--- src/rtl/noc_mining_ctrl.sv ---
// noc_mining_ctrl: broadcasts a mining job to every NoC worker under credit flow control, then collects results.
// Define NOC_MINING_CTRL_TIMEOUT_EN to add a result watchdog that ends the job after TIMEOUT_CYCLES idle cycles.
module noc_mining_ctrl #(
    parameter int FLIT_DATA_WIDTH = 64,
    parameter int NUM_VCS         = 2,
    parameter int NUM_DESTS       = 25,
    parameter int MSG_FLITS       = 10,
    parameter int BUF_DEPTH       = 16,
    parameter int TIMEOUT_CYCLES  = 4096,
    parameter int FOUND_MSG       = 1,
    localparam int VCB = NUM_VCS > 1 ? $clog2(NUM_VCS) : 1,
    localparam int DB  = NUM_DESTS > 1 ? $clog2(NUM_DESTS) : 1,
    localparam int FW  = 2 + DB + VCB + FLIT_DATA_WIDTH
) (
    input  logic                                 CLK,
    input  logic                                 reset,
    input  logic                                 start,
    input  logic [MSG_FLITS*FLIT_DATA_WIDTH-1:0] msg_data,
    output logic [FW-1:0]                        putFlit,
    output logic                                 EN_putFlit,
    input  logic [VCB:0]                         getCredits,
    output logic                                 EN_getCredits,
    input  logic [FW-1:0]                        getFlit,
    output logic                                 EN_getFlit,
    output logic [VCB:0]                         putCredits,
    output logic                                 EN_putCredits,
    output logic                                 busy,
    output logic                                 done,
    output logic                                 found,
    output logic [DB-1:0]                        found_src,
    output logic                                 credit_err,
    output logic                                 timeout
);
    localparam int CW = $clog2(BUF_DEPTH) + 1;
    localparam int FB = MSG_FLITS > 1 ? $clog2(MSG_FLITS) : 1;
    localparam int NB = $clog2(NUM_DESTS + 1);
    typedef enum logic [1:0] {IDLE, SEND, WAIT_RESULT, FINISH} state_t;
    state_t state_q;
    logic [FLIT_DATA_WIDTH-1:0] msg_q [MSG_FLITS];
    logic [FB-1:0] flit_q;
    logic [NB-1:0] dest_q, res_q;
    logic [CW-1:0] credit_q [NUM_VCS];
    logic [CW-1:0] credit_d [NUM_VCS];
    logic credit_err_q, err_d, en_put_flit_q, en_put_credits_q, en_get_credits_q, done_q, found_q;
    logic [FW-1:0] put_flit_q;
    logic [VCB:0] put_credits_q;
    logic [DB-1:0] found_src_q;
    logic [VCB-1:0] vc_c, res_vc, credit_vc;
    logic [DB-1:0] res_dest;
    logic tail_c, issue, res_valid, credit_ret, spare_unused;
    assign vc_c        = VCB'(32'(dest_q) % NUM_VCS);
    assign tail_c      = flit_q == FB'(MSG_FLITS - 1);
    assign issue       = state_q == SEND && dest_q != NB'(NUM_DESTS) && credit_q[vc_c] != '0;
    assign res_valid   = getFlit[FW-1];
    assign res_dest    = getFlit[FLIT_DATA_WIDTH+VCB +: DB];
    assign res_vc      = getFlit[FLIT_DATA_WIDTH +: VCB];
    assign credit_ret  = getCredits[VCB];
    assign credit_vc   = getCredits[VCB-1:0];
    assign spare_unused = getFlit[FW-2] ^ (TIMEOUT_CYCLES < 0);
    // A return and an issue on the same VC cancel out, even at the ceiling.
    always_comb begin
        credit_d = credit_q;
        err_d = credit_err_q;
        for (int v = 0; v < NUM_VCS; v++) begin
            if (credit_ret && credit_vc == VCB'(v) && !(issue && vc_c == VCB'(v))) begin
                if (credit_q[v] == CW'(BUF_DEPTH)) err_d = 1'b1;
                else credit_d[v] = credit_q[v] + 1'b1;
            end else if (issue && vc_c == VCB'(v) && !(credit_ret && credit_vc == VCB'(v))) begin
                credit_d[v] = credit_q[v] - 1'b1;
            end
        end
    end
`ifdef NOC_MINING_CTRL_TIMEOUT_EN
    localparam int TW = $clog2(TIMEOUT_CYCLES) + 1;
    logic [TW-1:0] tcnt_q;
    logic timeout_q;
    assign timeout = timeout_q;
`else
    assign timeout = 1'b0;
`endif
    always_ff @(posedge CLK) begin
        if (reset) begin
            state_q <= IDLE;
            for (int i = 0; i < MSG_FLITS; i++) msg_q[i] <= '0;
            flit_q <= '0;
            dest_q <= '0;
            res_q <= '0;
            for (int v = 0; v < NUM_VCS; v++) credit_q[v] <= CW'(BUF_DEPTH);
            credit_err_q <= 1'b0;
            put_flit_q <= '0;
            en_put_flit_q <= 1'b0;
            put_credits_q <= '0;
            en_put_credits_q <= 1'b0;
            en_get_credits_q <= 1'b0;
            done_q <= 1'b0;
            found_q <= 1'b0;
            found_src_q <= '0;
`ifdef NOC_MINING_CTRL_TIMEOUT_EN
            tcnt_q <= '0;
            timeout_q <= 1'b0;
`endif
        end else begin
            credit_q <= credit_d;
            credit_err_q <= err_d;
            en_get_credits_q <= 1'b1;
            en_put_flit_q <= issue;
            if (issue) put_flit_q <= {1'b1, tail_c, DB'(dest_q), vc_c, msg_q[flit_q]};
            en_put_credits_q <= res_valid;
            put_credits_q <= res_valid ? {1'b1, res_vc} : '0;
            done_q <= 1'b0;
            found_q <= 1'b0;
`ifdef NOC_MINING_CTRL_TIMEOUT_EN
            timeout_q <= 1'b0;
            tcnt_q <= '0;
`endif
            case (state_q)
                IDLE: if (start) begin
                    for (int i = 0; i < MSG_FLITS; i++) msg_q[i] <= msg_data[i*FLIT_DATA_WIDTH +: FLIT_DATA_WIDTH];
                    flit_q <= '0;
                    dest_q <= '0;
                    res_q <= '0;
                    state_q <= SEND;
                end
                // The extra cycle at dest_q == NUM_DESTS lets the last flit drain before WAIT_RESULT.
                SEND: if (dest_q == NB'(NUM_DESTS)) state_q <= WAIT_RESULT;
                else if (issue) begin
                    flit_q <= tail_c ? '0 : flit_q + 1'b1;
                    if (tail_c) dest_q <= dest_q + 1'b1;
                end
                WAIT_RESULT: begin
                    if (res_valid) begin
                        res_q <= res_q + 1'b1;
                        if (getFlit[FLIT_DATA_WIDTH-1:0] == FLIT_DATA_WIDTH'(FOUND_MSG)) begin
                            found_q <= 1'b1;
                            found_src_q <= res_dest;
                            state_q <= FINISH;
                        end else if (res_q == NB'(NUM_DESTS - 1)) state_q <= FINISH;
                    end
`ifdef NOC_MINING_CTRL_TIMEOUT_EN
                    tcnt_q <= res_valid ? '0 : tcnt_q + 1'b1;
                    if (!res_valid && tcnt_q == TW'(TIMEOUT_CYCLES - 1)) begin
                        timeout_q <= 1'b1;
                        state_q <= FINISH;
                    end
`endif
                end
                FINISH: begin
                    done_q <= 1'b1;
                    state_q <= IDLE;
                end
            endcase
        end
    end
    assign putFlit       = put_flit_q;
    assign EN_putFlit    = en_put_flit_q;
    assign EN_getCredits = en_get_credits_q;
    assign EN_getFlit    = state_q == WAIT_RESULT;
    assign putCredits    = put_credits_q;
    assign EN_putCredits = en_put_credits_q;
    assign busy          = state_q != IDLE;
    assign done          = done_q;
    assign found         = found_q;
    assign found_src     = found_src_q;
    assign credit_err    = credit_err_q;
endmodule
--- config.mk ---
export PLATFORM = sky130hd
export DESIGN_NAME = noc_mining_ctrl
export DESIGN_NICKNAME = d
export VERILOG_FILES = /design/src/rtl/noc_mining_ctrl.sv
export SDC_FILE = /design/constraint.sdc
export NUM_CORES = 1
export LEC_CHECK = 0
export CORE_UTILIZATION = 25
export DETAILED_ROUTE_END_ITERATION = 10
export MAX_ROUTING_LAYER = met4
export PLACE_DENSITY_LB_ADDON = 0.3
export SLEW_MARGIN = 40
export SYNTH_ARGS = -nofsm -noshare
export SYNTH_HDL_FRONTEND = slang
export SYNTH_SLANG_ARGS = --single-unit
export TNS_END_PERCENT = 30
--- constraint.sdc ---
create_clock -name CLK -period 24.4 [get_ports CLK]
set_input_delay 4.88 -clock CLK [delete_from_list [all_inputs] [get_ports CLK]]
set_output_delay 4.88 -clock CLK [all_outputs]
set_load 0.01 [all_outputs]
==> results.cfg <==
[floorplan]
die_x_um = 367
fp-row-count = 133
start_util = 0.253
die_y_um = 367
pin_count = 805
core_um2 = 132000
dieArea_um2 = 135000

[synthesis]
synth_area_per_cell_um2 = 13.6
syn-num-nets = 3196
yosysWarnings = 0
synth_seq_cells = 749
synth_edf_count = 640
async_flop_share = 0
synthCells = 2461
synthesis.area_um2 = 33400
synth_seq_area_share = 0.641
synthDistinctLibCells = 59
ys.flop_type = edfxtp_1

[timing]
slew_headroom = 0.446
setup-tns-final_ps = 0
report.final.slew_viol_count = 0
fin_worst_skew_ps = 24.7
max_freq_mhz = 124
fin_crit_sh = 0.331
period_needed_ps = 8080
worst_pin_slew_ps = 831
hold_viol = 0
setup_viol = 0
fin_ws_ps = 16320
rsz0062_at_grt = no

[grt]
use_met2 = 0.320
track_usage = 0.181
antenna_found_initial = 40
grt_max_degree = 210
use_met3 = 0.0471
grt-ovfl-total = 0
first_global_vias = 22800
grt_use_met1 = 0.198
grt_pass1_wl_mm = 166
grt_busiest_layer = met2

[cts]
ctsHoldBuffers = 0
cts_buffers = 89
clkSinkCount = 749
clk_pin_slew_ps = 60
cts_tree = built
worstSkewPairLatency_ps = 690
htreeDepth = 3
cts_root_buffer = clkbuf_16
ctsLongestPathBuffers = 3
post_cts_resized = 0
cts_setup_buffers = 0

[worst_setup_path]
cp-start-kind = input pin
critPathKind = in -> reg
cp.required_ps = 24700
crit_path_cell_trace = clkdlybuf4s50_1 > nand2_1 > nand2_4 > buf_4 > buf_6 > buf_6
end_kind = register
ff2ff_path_depth = 7
cp_max_fo = 81
cp.arrival_ps = 8380
cp_common_cell = buf_6
slowest_delay_ps = 660
worst_path_max_delay_cell = buf_4

[route]
postRouteWirelength_mm = 121
viasPerCell = 4.37
wl_per_cell_um = 23.9
num_vias = 22200
initialDrtViolationCount = 1353
firstDrtPassIters = 5
drc = 0
postRouteAntennaNets = 0

[layout]
final_layout_size_suffix_gt1_frac = 0.0940
area_growth_pct = 38.2
layout_commonest_cell = clkdlybuf4s50_1
layout_common_cells = clkdlybuf4s50_1 (801), and2_1 (641), edfxtp_1 (640), nand2_1 (351), mux4_2 (128)
fin_nets = 3951

[pwr]
vdd_drop_max_uv = 44.9
p_sw_frac = 0.288
clkPwrFrac = 0.317
power_leakage_uw = 0.0164
p_comb_frac = 0.224
power_uw = 3970
switchingPower_uw = 1140
p_seq_frac = 0.459
power.density_nw_per_um2 = 86.1
intPower_uw = 2830

[min_path]
holdPathStages = 2
hp-class = reg -> reg

[status]
outcome = finished clean

[place]
io_buffers = 802
gp_congestion = 0.833
hpwl_mm = 91.0
dp_slack_ps = 15290

[job]
maxCapViolations = 0
[cell type report]
type / instances / area, µm²
inverter: 16 / 62.6
fill: 13000 / 85900
sequential: 749 / 21400
multi-input combinational: 1526 / 11200
clock inverter: 45 / 318
clock buffer: 116 / 2410
timing repair buffer: 834 / 8410
antenna: 35 / 87.6
tap: 1755 / 2200
[final timing paths]
path                                     end  slack (ps)                     start
setup / recovery  msg_q[4][48]$_SDFFCE_PN0P_       16320                     start
hold / removal      putFlit[15]$_SDFFE_PP0N_         450  putFlit[15]$_SDFFE_PP0N_
setup reg to reg  msg_q[4][48]$_SDFFCE_PN0P_       20260   state_q[0]$_SDFFE_PP0P_
hold reg to reg     putFlit[15]$_SDFFE_PP0N_         450  putFlit[15]$_SDFFE_PP0N_
[sequential cells by signal, indices dropped and copies added, names as in the netlist]
register       cells
EN_getCredits      1
EN_putCredits      1
EN_putFlit         1
credit_err         1
credit_q          10
dest_q             5
done               1
flit_q             4
found              1
found_src          5
msg_q            640
putCredits         1
putFlit           71
res_q              5
state_q            2
[power by group through the flow]
| stage | logic, µW | clock network, µW | registers, µW |
|---|---|---|---|
| after floorplan | 490 | 0 | 1980 |
| after global placement | 891 | 0 | 1840 |
| after detailed placement | 908 | 0 | 1850 |
| after CTS | 910 | 1300 | 1820 |
| after global routing | 973 | 1340 | 1850 |
| final | 890 | 1260 | 1820 |
[Yosys cell counts, types with 2 or more instances]
library cell	number	area share
clkbuf_1	128	0.014
buf_4	11	0.0025
nor2_1	23	0.0026
or3_1	6	0.0011
nand3_1	15	0.0023
a21oi_1	82	0.012
mux4_2	128	0.086
o21ai_0	14	0.0021
edfxtp_1	640	0.58
mux2i_1	76	0.023
nand3b_1	3	0.00067
o21a_1	2	0.00045
inv_1	15	0.0017
ha_1	16	0.0060
a31oi_1	3	0.00056
buf_2	21	0.0032
nor2b_1	5	0.00094
and3_1	2	0.00037
buf_6	4	0.0013
nand2b_1	4	0.00075
buf_1	6	0.00067
and2_1	641	0.12
o211ai_1	65	0.015
nand2_1	352	0.040
o2111ai_1	2	0.00053
dfxtp_1	109	0.065
xnor2_1	5	0.0013
nand4_1	9	0.0017
a21o_1	4	0.00090
nor3_1	6	0.00090
a32oi_1	2	0.00053
nor4_1	32	0.0060
fa_1	2	0.0012
xor2_1	3	0.00079
[per-layer routing]
metal / wire length [µm] / share of wire
met1: 46300 / 0.38
met2: 63400 / 0.52
met3: 8170 / 0.067
met4: 3360 / 0.028
met5: 0 / 0
[critical path: cells and delay by family]
kind / cells / cell delay [ps]
and+or+nand+nor: 2 / 870
buffers and inverters: 4 / 2360
[stage by stage]
stage | util | hold WS (ps) | cell area, µm² | cells
finish | 0.349 | 454 | 46100 | 5076
global route | 0.349 | 470 | 46100 | 5073
CTS | 0.348 | 456 | 45900 | 5039
detailed placement | 0.327 | 449 | 43200 | 4878
global placement | 0.327 | 443 | 43100 | 4876
floorplan | - | 458 | 33400 | 2461
[cells by family after synthesis]
family | count (synthesis) | share of synthesized area
flip-flops | 749 | 0.641
adder cells (fa/ha/maj) | 18 | 0.00720
multiplexers | 204 | 0.109
AO/OA/AOI/OAI | 189 | 0.0367
buffers and inverters | 186 | 0.0239
other | 1 | 0.000112
AND/OR/NAND/NOR | 1106 | 0.179
XOR/XNOR | 8 | 0.00210
Power figures use the tool's default switching activity.
